$ cat src/rtl/fetch_unit_if.sv
// fetch_unit_if: signal bundle around the RV32I fetch stage.
//   master modport : the fetch unit itself (drives memory requests and the
//                    decoder-facing instruction stream, reads responses,
//                    redirects and decoder ready).
//   slave modport  : the environment (instruction memory, later pipeline
//                    stages and the opcode decoder).
// Signals:
//   imem_req_valid/ready/addr   word request to instruction memory
//   imem_resp_valid/data        in-order response, one per accepted request
//   redirect_valid/pc           branch/jump/trap redirect from later stages
//   instr_valid/ready           head-of-buffer handshake with the decoder
//   instr/instr_pc/opcode       head instruction, its PC and instr[6:0]
//   fetch_fault                 sticky misaligned-redirect flag
interface fetch_unit_if;
    logic        imem_req_valid;
    logic        imem_req_ready;
    logic [31:0] imem_req_addr;
    logic        imem_resp_valid;
    logic [31:0] imem_resp_data;
    logic        redirect_valid;
    logic [31:0] redirect_pc;
    logic        instr_valid;
    logic        instr_ready;
    logic [31:0] instr;
    logic [31:0] instr_pc;
    logic [6:0]  opcode;
    logic        fetch_fault;

    modport master (
        output imem_req_valid, imem_req_addr,
        input  imem_req_ready,
        input  imem_resp_valid, imem_resp_data,
        input  redirect_valid, redirect_pc,
        output instr_valid, instr, instr_pc, opcode, fetch_fault,
        input  instr_ready
    );

    modport slave (
        input  imem_req_valid, imem_req_addr,
        output imem_req_ready,
        output imem_resp_valid, imem_resp_data,
        output redirect_valid, redirect_pc,
        input  instr_valid, instr, instr_pc, opcode, fetch_fault,
        output instr_ready
    );
endinterface

$ cat src/rtl/fetch_unit.sv
// fetch_unit: in-order RV32I instruction fetch stage.
//   Holds the fetch PC, issues word requests to a variable-latency
//   instruction memory, buffers returned words in a FIFO and hands them to
//   the opcode decoder over a valid/ready handshake. Redirects flush the
//   FIFO and squash every response still outstanding.
// Ports:
//   clk  rising-edge clock
//   rst  synchronous active-high reset
//   fu   fetch_unit_if.master (memory, redirect and decoder signals)
// Parameters:
//   RESET_PC    PC loaded on reset
//   FIFO_DEPTH  instruction buffer entries (power of two, >= 2)
module fetch_unit #(
    parameter logic [31:0] RESET_PC   = 32'h0000_0000,
    parameter int unsigned FIFO_DEPTH = 4
) (
    input logic          clk,
    input logic          rst,
    fetch_unit_if.master fu
);
    localparam int unsigned PW = $clog2(FIFO_DEPTH);
    localparam int unsigned CW = PW + 1;
    localparam logic [CW:0] DEPTH_W = (CW + 1)'(FIFO_DEPTH);

    typedef enum logic {
        FETCH,
        FAULT
    } state_t;

    state_t state_q, state_d;

    logic [31:0]   fetch_pc_q;
    logic [31:0]   resp_pc_q;
    logic [31:0]   pc_mem   [FIFO_DEPTH];
    logic [31:0]   data_mem [FIFO_DEPTH];
    logic [PW-1:0] wr_ptr;
    logic [PW-1:0] rd_ptr;
    logic [CW-1:0] count;
    logic [CW-1:0] in_flight;
    logic [CW-1:0] drop_cnt;

    logic          req_valid;
    logic          req_fire;
    logic          resp_fire;
    logic          pop;
    logic          push;
    logic          drop_active;
    logic          credit_ok;
    logic          misaligned;
    logic [31:0]   redirect_aligned;
    logic          head_valid;
    logic [31:0]   head_instr;
    logic [31:0]   head_pc;

    // Requests in flight plus buffered words never exceed the FIFO size,
    // so every response always has a slot waiting for it.
    assign credit_ok        = ({1'b0, in_flight} + {1'b0, count}) < DEPTH_W;
    assign misaligned       = fu.redirect_pc[1:0] != 2'b00;
    assign redirect_aligned = {fu.redirect_pc[31:2], 2'b00};
    assign drop_active      = drop_cnt != '0;

    assign head_valid = count != '0;
    assign req_fire   = req_valid & fu.imem_req_ready;
    assign resp_fire  = fu.imem_resp_valid;
    assign pop        = head_valid & fu.instr_ready;
    assign push       = !rst & resp_fire & !drop_active & !fu.redirect_valid;

    // Head outputs read as zero while the buffer is empty so stale or
    // never-written entries are not visible to the decoder.
    assign head_instr = head_valid ? data_mem[rd_ptr] : '0;
    assign head_pc    = head_valid ? pc_mem[rd_ptr]   : '0;

    assign fu.imem_req_valid = req_valid;
    assign fu.imem_req_addr  = fetch_pc_q;
    assign fu.instr_valid    = head_valid;
    assign fu.instr          = head_instr;
    assign fu.instr_pc       = head_pc;
    assign fu.opcode         = head_instr[6:0];
    assign fu.fetch_fault    = (state_q == FAULT);

    always_ff @(posedge clk) begin
        if (rst) begin
            state_q <= FETCH;
        end else begin
            state_q <= state_d;
        end
    end

    always_comb begin
        state_d   = state_q;
        req_valid = 1'b0;
        if (fu.redirect_valid) begin
            state_d = misaligned ? FAULT : FETCH;
        end
        if (!rst && state_q == FETCH && !fu.redirect_valid && credit_ok) begin
            req_valid = 1'b1;
        end
    end

    always_ff @(posedge clk) begin
        if (rst) begin
            fetch_pc_q <= RESET_PC;
            resp_pc_q  <= RESET_PC;
            wr_ptr     <= '0;
            rd_ptr     <= '0;
            count      <= '0;
            in_flight  <= '0;
            drop_cnt   <= '0;
        end else if (fu.redirect_valid) begin
            fetch_pc_q <= redirect_aligned;
            resp_pc_q  <= redirect_aligned;
            wr_ptr     <= '0;
            rd_ptr     <= '0;
            count      <= '0;
            // No request issues in a redirect cycle and any response in it is
            // discarded, so everything still outstanding afterwards is stale.
            in_flight  <= in_flight - CW'(resp_fire);
            drop_cnt   <= in_flight - CW'(resp_fire);
        end else begin
            if (req_fire) begin
                fetch_pc_q <= fetch_pc_q + 32'd4;
            end
            in_flight <= in_flight + CW'(req_fire) - CW'(resp_fire);
            if (resp_fire && drop_active) begin
                drop_cnt <= drop_cnt - CW'(1);
            end
            if (push) begin
                wr_ptr    <= wr_ptr + PW'(1);
                resp_pc_q <= resp_pc_q + 32'd4;
            end
            if (pop) begin
                rd_ptr <= rd_ptr + PW'(1);
            end
            if (push && !pop) begin
                count <= count + CW'(1);
            end else if (!push && pop) begin
                count <= count - CW'(1);
            end
        end
    end

    always_ff @(posedge clk) begin
        if (push) begin
            pc_mem[wr_ptr]   <= resp_pc_q;
            data_mem[wr_ptr] <= fu.imem_resp_data;
        end
    end
endmodule

$ cat src/flat_wrapper.sv
// flat-port wrapper written by rule: the top's interface ports become plain ports
module fetch_unit_flat 
#(
    parameter logic [31:0] RESET_PC   = 32'h0000_0000,
    parameter int unsigned FIFO_DEPTH = 4
)
  (clk, rst, fu_imem_req_valid, fu_imem_req_addr, fu_imem_req_ready, fu_imem_resp_valid, fu_imem_resp_data, fu_redirect_valid, fu_redirect_pc, fu_instr_valid, fu_instr, fu_instr_pc, fu_opcode, fu_fetch_fault, fu_instr_ready);
  fetch_unit_if fu_i ();
  input logic clk;
  input logic rst;
  output wire logic [$bits(fu_i.imem_req_valid)-1:0] fu_imem_req_valid;
  output wire logic [$bits(fu_i.imem_req_addr)-1:0] fu_imem_req_addr;
  input wire logic [$bits(fu_i.imem_req_ready)-1:0] fu_imem_req_ready;
  input wire logic [$bits(fu_i.imem_resp_valid)-1:0] fu_imem_resp_valid;
  input wire logic [$bits(fu_i.imem_resp_data)-1:0] fu_imem_resp_data;
  input wire logic [$bits(fu_i.redirect_valid)-1:0] fu_redirect_valid;
  input wire logic [$bits(fu_i.redirect_pc)-1:0] fu_redirect_pc;
  output wire logic [$bits(fu_i.instr_valid)-1:0] fu_instr_valid;
  output wire logic [$bits(fu_i.instr)-1:0] fu_instr;
  output wire logic [$bits(fu_i.instr_pc)-1:0] fu_instr_pc;
  output wire logic [$bits(fu_i.opcode)-1:0] fu_opcode;
  output wire logic [$bits(fu_i.fetch_fault)-1:0] fu_fetch_fault;
  input wire logic [$bits(fu_i.instr_ready)-1:0] fu_instr_ready;
  assign fu_imem_req_valid = fu_i.imem_req_valid;
  assign fu_imem_req_addr = fu_i.imem_req_addr;
  assign fu_i.imem_req_ready = fu_imem_req_ready;
  assign fu_i.imem_resp_valid = fu_imem_resp_valid;
  assign fu_i.imem_resp_data = fu_imem_resp_data;
  assign fu_i.redirect_valid = fu_redirect_valid;
  assign fu_i.redirect_pc = fu_redirect_pc;
  assign fu_instr_valid = fu_i.instr_valid;
  assign fu_instr = fu_i.instr;
  assign fu_instr_pc = fu_i.instr_pc;
  assign fu_opcode = fu_i.opcode;
  assign fu_fetch_fault = fu_i.fetch_fault;
  assign fu_i.instr_ready = fu_instr_ready;
  fetch_unit #(.RESET_PC(RESET_PC), .FIFO_DEPTH(FIFO_DEPTH)) u_core (.clk(clk), .rst(rst), .fu(fu_i));
endmodule
$ cat config.mk
export PLATFORM = sky130hd
export DESIGN_NAME = fetch_unit_flat
export DESIGN_NICKNAME = d
export VERILOG_FILES = /design/src/rtl/fetch_unit_if.sv /design/src/rtl/fetch_unit.sv /design/src/flat_wrapper.sv
export SDC_FILE = /design/constraint.sdc
export NUM_CORES = 1
export LEC_CHECK = 0
export BUFFER_PORTS_ARGS = -buffer_cell sky130_fd_sc_hd__buf_2
export CAP_MARGIN = 10
export CORE_UTILIZATION = 25
export CTS_BUF_LIST = sky130_fd_sc_hd__clkbuf_8
export CTS_CLUSTER_DIAMETER = 100
export DETAILED_ROUTE_END_ITERATION = 10
export GPL_TIMING_DRIVEN = 0
export REMOVE_ABC_BUFFERS = 1
export SLEW_MARGIN = 20
export SYNTH_ARGS = -nofsm -noshare
export SYNTH_HDL_FRONTEND = slang
export SYNTH_SLANG_ARGS = --single-unit
$ cat constraint.sdc
create_clock -name clk -period 2.81 [get_ports clk]
set_input_delay 0.562 -clock clk [delete_from_list [all_inputs] [get_ports clk]]
set_output_delay 0.562 -clock clk [all_outputs]
set_load 0.02 [all_outputs]
== After elaboration in Yosys (flattened, before gate mapping) ==
Memories as Yosys holds them, arrays and structs flattened. A register that Yosys moved wholly into a read port is not among the register bits.
Cells that the tools add are included.

* $add $sub $neg: 11
* Mux-type cells: 19
* Bitwise operators: 6
* Order comparisons: 1
* Reductions and logical operators: 19

{| class="wikitable"
|+ Operators by type and width
! cell !! number
|-
| $mux 32 || 6
|-
| $add 32x3->32 const B || 2
|-
| $mux 3 || 5
|-
| $reduce_bool 2->1 || 5
|-
| $mux 2 || 4
|-
| $logic_and 1x1->1 || 6
|-
| $reduce_bool 3->1 || 2
|-
| $sub 3x1->3 || 2
|-
| $sub 3x1->3 const B || 2
|-
| $and 1x1->1 || 5
|-
| $logic_not 1->1 || 5
|-
| $add 2x1->2 const B || 2
|-
| $add 3x3->4 || 1
|-
| $lt 4x3->1 const B || 1
|-
| $mux 1 || 4
|-
| $add 3x1->3 || 1
|-
| $add 3x1->3 const B || 1
|-
| $reduce_or 2->1 || 1
|-
| $not 1->1 || 1
|}

* Memory bits (writable): 256
* Output and inout port bits: 106
* Register bits: 78
* Logic and storage cells: 68
* Input port bits: 70
* Memories: 2

{| class="wikitable"
|+ Memory list
! memory !! words !! width !! rd ports !! clocked after Yosys merged registers in !! wr ports !! RTL line !! RTL
|-
| u_core.data_mem || 4 || 32 || 1 || 1 || 1 || fetch_unit.sv:35 || <nowiki>logic [31:0] data_mem [FIFO_DEPTH];</nowiki>
|-
| u_core.pc_mem || 4 || 32 || 1 || 1 || 1 || fetch_unit.sv:34 || <nowiki>logic [31:0] pc_mem [FIFO_DEPTH];</nowiki>
|}

== Depth between registers and ports, before layout ==
Gate-level depths: netlist (run 1).

* Depth in word-level cells: 9
* Mapped depth: 11

== Worst setup path before layout (run 1) ==
OpenSTA, ideal clock, no wires.

* Kind: register -> register
* Start: register u_core.drop_cnt[0]
* End: memory u_core.data_mem[0][0], enable pin
* Clock period less this slack: 3.018 ns
* Cell stages (with the launch flop): 6
* Slack: -0.208 ns
* Data arrival time: 2.591 ns
* Required time: 2.383 ns
* Setup time: 0.427 ns
* Cells stage by stage: dfxtp_1 -> inv_1 -> ha_1 -> and3b_1 -> clkbuf_1 -> and3_1

* Word-level cells in the longest chain between the ends: 6

{| class="wikitable"
|+ Ends and longest elaborated chain
! item !! RTL line !! RTL
|-
| start: declaration || fetch_unit.sv:40 || <nowiki>logic [CW-1:0] drop_cnt;</nowiki>
|-
| start signal: assignment || fetch_unit.sv:118 || <nowiki>drop_cnt <= in_flight - CW'(resp_fire);</nowiki>
|-
| start signal: assignment || fetch_unit.sv:125 || <nowiki>drop_cnt <= drop_cnt - CW'(1);</nowiki>
|-
| $reduce_bool 3->1 || fetch_unit.sv:60 || <nowiki>assign drop_active = drop_cnt != '0;</nowiki>
|-
| $logic_not 1->1 || fetch_unit.sv:66 || <nowiki>assign push = !rst & resp_fire & !drop_active & !fu.redirect_valid;</nowiki>
|-
| $and 1x1->1 (2 in series) || fetch_unit.sv:66 ||
|-
| $mux 1 || fetch_unit.sv:143 || <nowiki>if (push) begin</nowiki>
|-
| $mux 1 (implied by the code) || fetch_unit.sv:145 || <nowiki>data_mem[wr_ptr] <= fu.imem_resp_data;</nowiki>
|-
| end: declaration || fetch_unit.sv:35 ||
|}

Every way passes these cells.

==> results of run 1 <==
-- per-layer routing --
metal,vias up,track usage [%]
li1,3918,-
met1,4277,18.1
met2,263,20.1
met3,55,3.64
met4,0,3.53
met5,-,0
-- synth_stat cells (all sizes together) (2+ instances only) --
cell type / count
or2: 4
a21oi: 25
nand2: 46
nand4: 23
a31oi: 16
nor3: 9
a311oi: 2
o211ai: 5
nand3b: 2
dfxtp: 76
fa: 2
or4: 7
xor2: 21
nor2: 37
a21boi: 26
nand3: 21
mux4: 62
o311ai: 3
o21bai: 2
or3: 6
o21ai: 10
and2: 63
nand2b: 2
and4: 2
nor4: 16
inv: 29
xnor2: 27
mux2: 2
clkbuf: 36
and3: 14
buf: 22
edfxtp: 248
ha: 15
or4b: 2
a21o: 2
a211oi: 13
-- final cells by class --
| class | count | area [sq um] | share of cell area [%] |
|---|---|---|---|
| sequential | 324 | 8980 | 52.1 |
| multi-input combinational | 504 | 4410 | 25.6 |
| timing repair buffer | 203 | 1760 | 10.2 |
| tap | 696 | 871 | 5.05 |
| clock buffer | 62 | 853 | 4.95 |
| clock inverter | 45 | 250 | 1.45 |
| inverter | 30 | 115 | 0.668 |
-- logic make-up (layout without fill, tap and decap cells) --
group,Yosys count,in the layout,share of synthesized area (%)
other,1,4,0.0276
xor gates and xnor gates,48,48,3.09
adders and majority gates,17,17,1.67
and+or+nand+nor,259,260,10.6
buffers and inverters,88,340,2.87
DFF,324,324,65.9
AOI/OAI and AO/OA,110,110,5.34
muxes,65,65,10.5
-- repair_timing --
action,in CTS,in global routing
pin swaps,1,2
buffers inserted,13,4
setup endpoints to repair,92,72
gates resized for setup,143,17
gates cloned,8,0
-- state kept, by name (all words and copies together) (netlist names), named ones only --
signal / cells
u_core.count: 3
u_core.data_mem: 128
u_core.fu.fetch_fault: 1
u_core.drop_cnt: 3
u_core.fu.imem_req_addr: 30
u_core.pc_mem: 120
u_core.rd_ptr: 2
u_core.in_flight: 3
u_core.wr_ptr: 2
u_core.resp_pc_q: 30
-- power breakdown --
part / leakage (nW) / switching (mW) / internal [mW]
registers: 2.88 / 0.127 / 5.27
clock network: 0.643 / 2.01 / 2.22
logic: 2.50 / 0.569 / 0.443
-- metrics by stage --
stage	instances	utilization [%]	TNS, ns
after floorplan	857	-	-112.66
after global placement	1724	28.0	-762.96
after detailed placement	1734	28.5	-48.18
after CTS	1861	31.9	-3.59
after global routing	1864	32.0	-5.68
final	1864	32.0	-0.0875
-- worst paths after layout --
check	slack (ns)	to	depth (start not counted)
setup / recovery	-0.03	fu_instr_pc[27]	6
hold / removal	0.13	u_core.data_mem[1][24]$_DFFE_PP_	1
setup reg to reg	0.14	u_core.fu.imem_req_addr[22]$_SDFFE_PP0P_	5
hold reg to reg	0.51	u_core.wr_ptr[1]$_SDFFE_PP0P_	2
==> impl_metrics.env, run 1 <==
export IMPL_placed_area_sq_um=15300
export IMPL_first_global_vias=8491
export IMPL_htree_levels=2
export IMPL_yosysWarnings=0
export IMPL_final_cell_mix="248 x edfxtp_1, 121 x buf_2, 73 x dfxtp_1, 62 x mux4_2, 62 x clkbuf_8"
export IMPL_finClkSkew_ns=0.0288
export IMPL_setup_violations=6
export IMPL_cts_hold_buf=0
export IMPL_drv_slew=0
export IMPL_critical_path_most_common_cell="buf_16"
export IMPL_hold_ws_ns=0.133
export IMPL_max_freq_mhz=352
export IMPL_p_total_mw=10.6
export IMPL_min_period_ns=2.84
export IMPL_end_kind="primary output"
export IMPL_num_nets_final=1207
export IMPL_synth_edf_count=248
export IMPL_finalCritPeriodShare_pct=101
export IMPL_critPathLaunchType="flop"
export IMPL_worst_slack_ns=-0.0299
export IMPL_synthArstFlopShare_pct=0
export IMPL_final_common_cell="edfxtp_1"
export IMPL_synth_cell_types=58
export IMPL_routed_wl_met2_microns=16600
export IMPL_floorplan_initialDensity_pct=25.3
export IMPL_crit_type="reg2out"
export IMPL_worstReg2RegStart="u_core.fu.imem_req_addr[6]$_SDFFE_PP0P_"
export IMPL_synthCells=912
export IMPL_area_delta_synth_final_pct=26.7
export IMPL_cts_made_buffers=57
export IMPL_power_density_nw_per_um2=618
export IMPL_place_gp_congestion=0.763
export IMPL_path_max_fanout=6
export IMPL_root_buffer="clkbuf_8"
export IMPL_drive_above_1_share_pct=35.2
export IMPL_port_buffers=171
export IMPL_violations="setup timing"
export IMPL_min_from="fu_imem_resp_data[24]"
export IMPL_syn_area_per_cell_sq_um=14.9
export IMPL_path_clk_slew_ns=0.06
export IMPL_synth_area_sq_um=13600
export IMPL_grt_overflow=0
export IMPL_wirelength_microns=36500
export IMPL_status="finished with violations"
export IMPL_max_slew_margin_pct=49.3
export IMPL_cts_sinks=324
export IMPL_num_antenna_cells=0
export IMPL_globalRouteTotalUtil_pct=13.1
export IMPL_postRouteAntennaNets=0
export IMPL_drt_iter0_drc=529
export IMPL_row_count=85
export IMPL_slowest_stage="mux4_2"
export IMPL_hpwl_microns=22700
export IMPL_ys_seq_area_share_pct=65.9
export IMPL_cts_tree="done"
export IMPL_drc=0
export IMPL_top_layer="met4"
export IMPL_hp_class="in2reg"
export IMPL_max_cap_violations=0
export IMPL_leakage_nw=6.02
export IMPL_die_x_microns=235
export IMPL_yosysTopAreaCellShare_pct=54.7
export IMPL_grt_pass1_wl_microns=54400
export IMPL_ir_drop_mv=0.301
export IMPL_rsz0062_at_grt="true"
export IMPL_hold_viol_final=0
export IMPL_dieArea_sq_um=55400
export IMPL_insertion_delay_ns=0.65
export IMPL_critPathTopFamily="multiplexers"
export IMPL_core_sq_um=53800
export IMPL_pre_cts_ws_ns=-2.21
export IMPL_drt_pass1_iterations=5
export IMPL_drt_met1_wl_microns=16800
export IMPL_cp_data_arrival_time_ns=2.28
export IMPL_slowest_delay_ns=0.53
export IMPL_wl_per_cell_microns=19.6
export IMPL_cp_num_buf_inv=4
export IMPL_synth_area_leaders="edfxtp_1 55%, dfxtp_1 11%, mux4_2 10%"
export IMPL_fin_area_sq_um=17200
export IMPL_crit_chain="buf_16, buf_12, buf_16, mux4_2, and2_4, buf_6"
export IMPL_clock_path_buffers=3
export IMPL_dr_wl_met3_microns=2260
export IMPL_synth_seq_cells=324
export IMPL_die_h_microns=235
export IMPL_antenna_found_initial=0
export IMPL_tightest_slew_ns=0.754
export IMPL_synth_top_area_cell="edfxtp_1"
export IMPL_grt_max_degree=62
export IMPL_vias=8513
export IMPL_synthFlopType="edfxtp_1"
export IMPL_num_io_pins=176
export IMPL_nFillCells=5363
export IMPL_required_ns=2.25
export IMPL_viasPerCell=4.57
Power figures use the tool's default switching activity.
==> run 2: changes to the inputs <==
- GPL_TIMING_DRIVEN: 0 -> not set
==> impl_metrics.env, run 2 (synthesis results as in run 1) <==
export IMPL_status="finished clean"
export IMPL_multiInputGateArea_sq_um=4320
export IMPL_row_count=85
export IMPL_clock_path_buffers=3
export IMPL_floorplan_initialDensity_pct=25.3
export IMPL_hpwl_microns=23500
export IMPL_cp_data_arrival_time_ns=2.22
export IMPL_final_common_cell="edfxtp_1"
export IMPL_internal_power_mw=7.80
export IMPL_place_gp_congestion=0.819
export IMPL_crit_type="reg2out"
export IMPL_drive_above_1_share_pct=33.1
export IMPL_num_antenna_cells=0
export IMPL_antenna_found_initial=1
export IMPL_critPathLaunchType="flop"
export IMPL_dieArea_sq_um=55400
export IMPL_setup_violations=0
export IMPL_hold_viol_final=0
export IMPL_drt_pass1_iterations=4
export IMPL_finClkSkew_ns=0.0303
export IMPL_max_cap_violations=0
export IMPL_path_max_fanout=6
export IMPL_drc=0
export IMPL_drt_iter0_drc=555
export IMPL_p_sw_share_pct=25.6
export IMPL_die_x_microns=235
export IMPL_cts_made_buffers=57
export IMPL_top_regs="u_core.data_mem x128, u_core.pc_mem x120"
export IMPL_globalRouteTotalUtil_pct=13.2
export IMPL_num_io_pins=176
export IMPL_required_ns=2.25
export IMPL_worst_slack_ns=0.0282
export IMPL_pre_cts_ws_ns=0.233
export IMPL_cts_tree="done"
export IMPL_power_density_nw_per_um2=615
export IMPL_wirelength_microns=37200
export IMPL_cts_sinks=324
export IMPL_vias=8657
export IMPL_register_area_sq_um=8980
export IMPL_largest_reg_flops=128
export IMPL_end_kind="primary output"
export IMPL_num_nets_final=1223
export IMPL_first_global_vias=8583
export IMPL_insertion_delay_ns=0.64
export IMPL_wl_per_cell_microns=19.8
export IMPL_drv_slew=0
export IMPL_hold_ws_ns=0.132
export IMPL_grt_overflow=0
export IMPL_grt_max_degree=45
export IMPL_path_clk_slew_ns=0.06
export IMPL_nFillCells=5345
export IMPL_worstReg2RegStart="u_core.resp_pc_q[8]$_SDFFE_PP0P_"
export IMPL_grt_pass1_wl_microns=54600
export IMPL_seqPwrFrac_pct=51.5
export IMPL_hp_class="in2reg"
export IMPL_ir_drop_mv=0.293
export IMPL_viasPerCell=4.61
export IMPL_area_delta_synth_final_pct=25.2
export IMPL_root_buffer="clkbuf_8"
export IMPL_port_buffers=171
export IMPL_max_slew_margin_pct=59.8
export IMPL_die_h_microns=235
export IMPL_postRouteAntennaNets=0
export IMPL_p_sw_mw=2.68
export IMPL_finalCritPeriodShare_pct=99.0
export IMPL_tightest_slew_ns=0.598
export IMPL_leakage_nw=6.00
export IMPL_rsz0062_at_grt="true"
export IMPL_htree_levels=2
export IMPL_final_cell_mix="248 x edfxtp_1, 153 x buf_2, 74 x dfxtp_1, 62 x mux4_2, 62 x clkbuf_8"
export IMPL_p_comb_share_pct=9.2
export IMPL_min_period_ns=2.78
export IMPL_core_sq_um=53800
export IMPL_max_freq_mhz=359
export IMPL_cts_hold_buf=0
export IMPL_pwr_share_clk_pct=39.3
export IMPL_min_from="fu_imem_resp_data[24]"
export IMPL_top_register="u_core.data_mem"
## run 2: changes by cell type in the layout (fill, tap and decap cells not counted), moves of 5 or more
cell,delta
buf_2,+32
and2_1,+28
buf_6,-29
buf_16,-7
clkinv_2,-5
buf_12,+8
buf_4,+12
and2_4,-28
## run 2: power groups by stage
stage               Clock, mW  Sequential [mW]  Combinational, mW
floorplan                   0             5.51              0.449
global placement            0             5.49              0.884
detailed placement          0             5.50              0.892
CTS                      4.29             5.39              0.986
global route             4.49             5.41               1.05
finish                   4.11             5.40              0.967
## run 2: cell type report
type / count / share of cell area (%)
Sequential cell: 324 / 52.7
Multi-Input combinational cell: 503 / 25.4
Timing Repair Buffer: 220 / 9.87
Tap cell: 696 / 5.11
Clock buffer: 62 / 5.01
Clock inverter: 41 / 1.28
Inverter: 30 / 0.661
## run 2: routing by layer
metal,global-route usage [%],routed length (microns),vias to the layer above
li1,-,-,3936
met1,18.0,16800,4396
met2,20.8,17200,289
met3,3.83,2600,36
met4,3.13,493,0
met5,0,0,-
## run 2: what timing repair did
item | in CTS | in global routing
cloned | 5 | 1
endpoints found under the hold margin | 0 | 0
resized for setup | 57 | 3
pin swaps | 2 | 0
endpoints found under the setup margin | 70 | 67
setup buffers | 9 | 0
## run 2: worst max-delay path: stages, from the launching register on
cell and delay, ns:
dfxtp_4 0.39, buf_12 0.12, buf_12 0.12, buf_16 0.14, mux4_2 0.49, and2_4 0.17
buf_6 0.13
## run 2: final timing paths
check	endpoint	cells after the start	slack [ns]
setup / recovery	fu_instr_pc[31]	6	0.03
hold / removal	u_core.data_mem[2][24]$_DFFE_PP_	1	0.13
setup reg to reg	u_core.resp_pc_q[31]$_SDFFE_PP0P_	5	0.22
hold reg to reg	u_core.wr_ptr[1]$_SDFFE_PP0P_	2	0.51
## run 2: through the flow
step	setup TNS, ns	total power [mW]	area (sq um)	utilization, %	instances
after floorplan	-112.66	5.96	13300	-	857
after global placement	0	6.37	15500	28.9	1759
after detailed placement	0	6.39	15500	28.9	1759
after CTS	-1.24	10.7	17000	31.6	1875
after global routing	-3.25	11.0	17000	31.6	1876
final	0	10.5	17000	31.6	1876
==> run 3: changes to the inputs <==
- CORE_UTILIZATION: 25 -> 54
- PLACE_DENSITY: not set -> 0.78
==> impl_metrics.env, run 3 (synthesis results as in run 1) <==
export IMPL_placed_area_sq_um=14900
export IMPL_cp_data_arrival_time_ns=2.10
export IMPL_drv_slew=0
export IMPL_path_max_fanout=19
export IMPL_required_ns=2.25
export IMPL_clock_path_buffers=3
export IMPL_top_register="u_core.data_mem"
export IMPL_drt_pass1_iterations=5
export IMPL_final_cell_mix="248 x edfxtp_1, 171 x buf_2, 74 x dfxtp_1, 63 x and2_1, 62 x mux4_2"
export IMPL_fin_util_pct=64.9
export IMPL_p_sw_share_pct=23.7
export IMPL_place_gp_congestion=0.882
export IMPL_drt_iter0_drc=656
export IMPL_insertion_delay_ns=0.56
export IMPL_die_x_microns=161
export IMPL_grt_pass1_wl_microns=45100
export IMPL_port_buffers=171
export IMPL_htree_levels=2
export IMPL_row_count=57
export IMPL_grt_max_degree=65
export IMPL_pwr_share_clk_pct=37.1
export IMPL_tightest_slew_ns=0.570
export IMPL_leakage_nw=5.76
export IMPL_core_sq_um=24500
export IMPL_cts_made_buffers=49
export IMPL_hp_class="in2reg"
export IMPL_crit_type="reg2out"
export IMPL_first_global_vias=8356
export IMPL_multiInputGateArea_sq_um=4270
export IMPL_drc=0
export IMPL_postRouteAntennaNets=0
export IMPL_die_h_microns=161
export IMPL_antenna_found_initial=1
export IMPL_end_kind="primary output"
export IMPL_p_comb_share_pct=8.4
export IMPL_largest_reg_flops=128
export IMPL_finClkSkew_ns=0.0203
export IMPL_cts_hold_buf=0
export IMPL_finalNonFillerCells=1475
export IMPL_floorplan_initialDensity_pct=55.5
export IMPL_ir_drop_mv=0.431
export IMPL_finalCritPeriodShare_pct=94.8
export IMPL_viasPerCell=5.73
export IMPL_dieArea_sq_um=25800
export IMPL_hpwl_microns=18600
export IMPL_fin_area_sq_um=15900
export IMPL_drive_above_1_share_pct=30.6
export IMPL_vias=8457
export IMPL_wl_per_cell_microns=19.5
export IMPL_seqPwrFrac_pct=54.5
export IMPL_num_io_pins=176
export IMPL_nFillCells=1789
export IMPL_cts_tree="done"
export IMPL_max_freq_mhz=375
export IMPL_setup_violations=0
export IMPL_rsz0062_at_grt="false"
export IMPL_register_area_sq_um=8970
export IMPL_status="finished clean"
export IMPL_hold_viol_final=0
export IMPL_num_nets_final=1199
export IMPL_final_common_cell="edfxtp_1"
export IMPL_wirelength_microns=28800
export IMPL_power_density_nw_per_um2=623
export IMPL_max_slew_margin_pct=62.0
export IMPL_globalRouteTotalUtil_pct=22.5
export IMPL_path_clk_slew_ns=0.06
export IMPL_area_delta_synth_final_pct=16.9
export IMPL_root_buffer="clkbuf_8"
export IMPL_top_regs="u_core.data_mem x128, u_core.pc_mem x120"
export IMPL_min_period_ns=2.66
export IMPL_max_cap_violations=0
export IMPL_placedCellCount=1383
export IMPL_cts_sinks=324
export IMPL_grt_overflow=0
export IMPL_critPathLaunchType="flop"
export IMPL_p_sw_mw=2.35
export IMPL_internal_power_mw=7.56
## run 3: cell types whose count changed in the layout (fill, tap and decap cells not counted), sizes merged
cell and delta:
clkinv -3, bufinv +1, diode +1, buf -15, inv -2, clkbuf -9
clkinvlp -2
## run 3: power groups by stage
stage	combinational, mW	clock (mW)	sequential [mW]
6_report	0.836	3.67	5.40
5_1_grt	0.909	3.97	5.41
4_1_cts	0.841	3.75	5.40
3_5_place_dp	0.831	0	5.50
3_3_place_gp	0.818	0	5.49
2_1_floorplan	0.449	0	5.51
## run 3: critical path, cell delays in order, from the launching register on
cell and delay, ns:
dfxtp_4 0.45, buf_12 0.23, mux4_2 0.51, and2_1 0.19
buf_2 0.16
## run 3: final cells by class
type                       instances  share of cell area (%)
timing repair buffer             204                    7.59
clock inverter                    35                    1.26
multi-input combinational        503                    26.8
tap                              324                    2.55
inverter                          30                   0.708
sequential                       324                    56.4
antenna                            1                  0.0157
clock buffer                      54                    4.67
## run 3: repair_timing
action	CTS	global route
resized for setup	0	1
setup endpoints to repair	53	64
setup buffers	2	0
## run 3: metrics by stage
| stage | total power, mW | hold slack, ns | TNS [ns] | setup slack [ns] |
|---|---|---|---|---|
| finish | 9.91 | 0.221 | 0 | 0.145 |
| global route | 10.3 | 0.201 | 0 | 0.0410 |
| CTS | 9.99 | 0.193 | 0 | 0.0258 |
| detailed placement | 6.33 | 0.504 | 0 | 0.250 |
| global placement | 6.31 | 0.482 | 0 | 0.331 |
| floorplan | 5.96 | 0.466 | -112.66 | -1.34 |
## run 3: path summary, 6_finish.rpt
| kind | start | end | slack (ns) | depth (start not counted) |
|---|---|---|---|---|
| max | flop | fu_instr_pc[19] | 0.15 | 4 |
| min | fu_imem_resp_data[21] | u_core.data_mem[3][21]$_DFFE_PP_ | 0.22 | 1 |
| max reg2reg | u_core.resp_pc_q[8]$_SDFFE_PP0P_ | u_core.resp_pc_q[31]$_SDFFE_PP0P_ | 0.23 | 5 |
| min reg2reg | u_core.wr_ptr[0]$_SDFFE_PP0P_ | u_core.wr_ptr[0]$_SDFFE_PP0P_ | 0.51 | 2 |
## run 3: layer usage
metal	vias up	part of all wire, %	track usage [%]
li1	3884	-	-
met4	0	1.6	6.13
met5	-	0	0
met1	4176	44	31.4
met2	356	48	37.1
met3	41	6.7	3.56
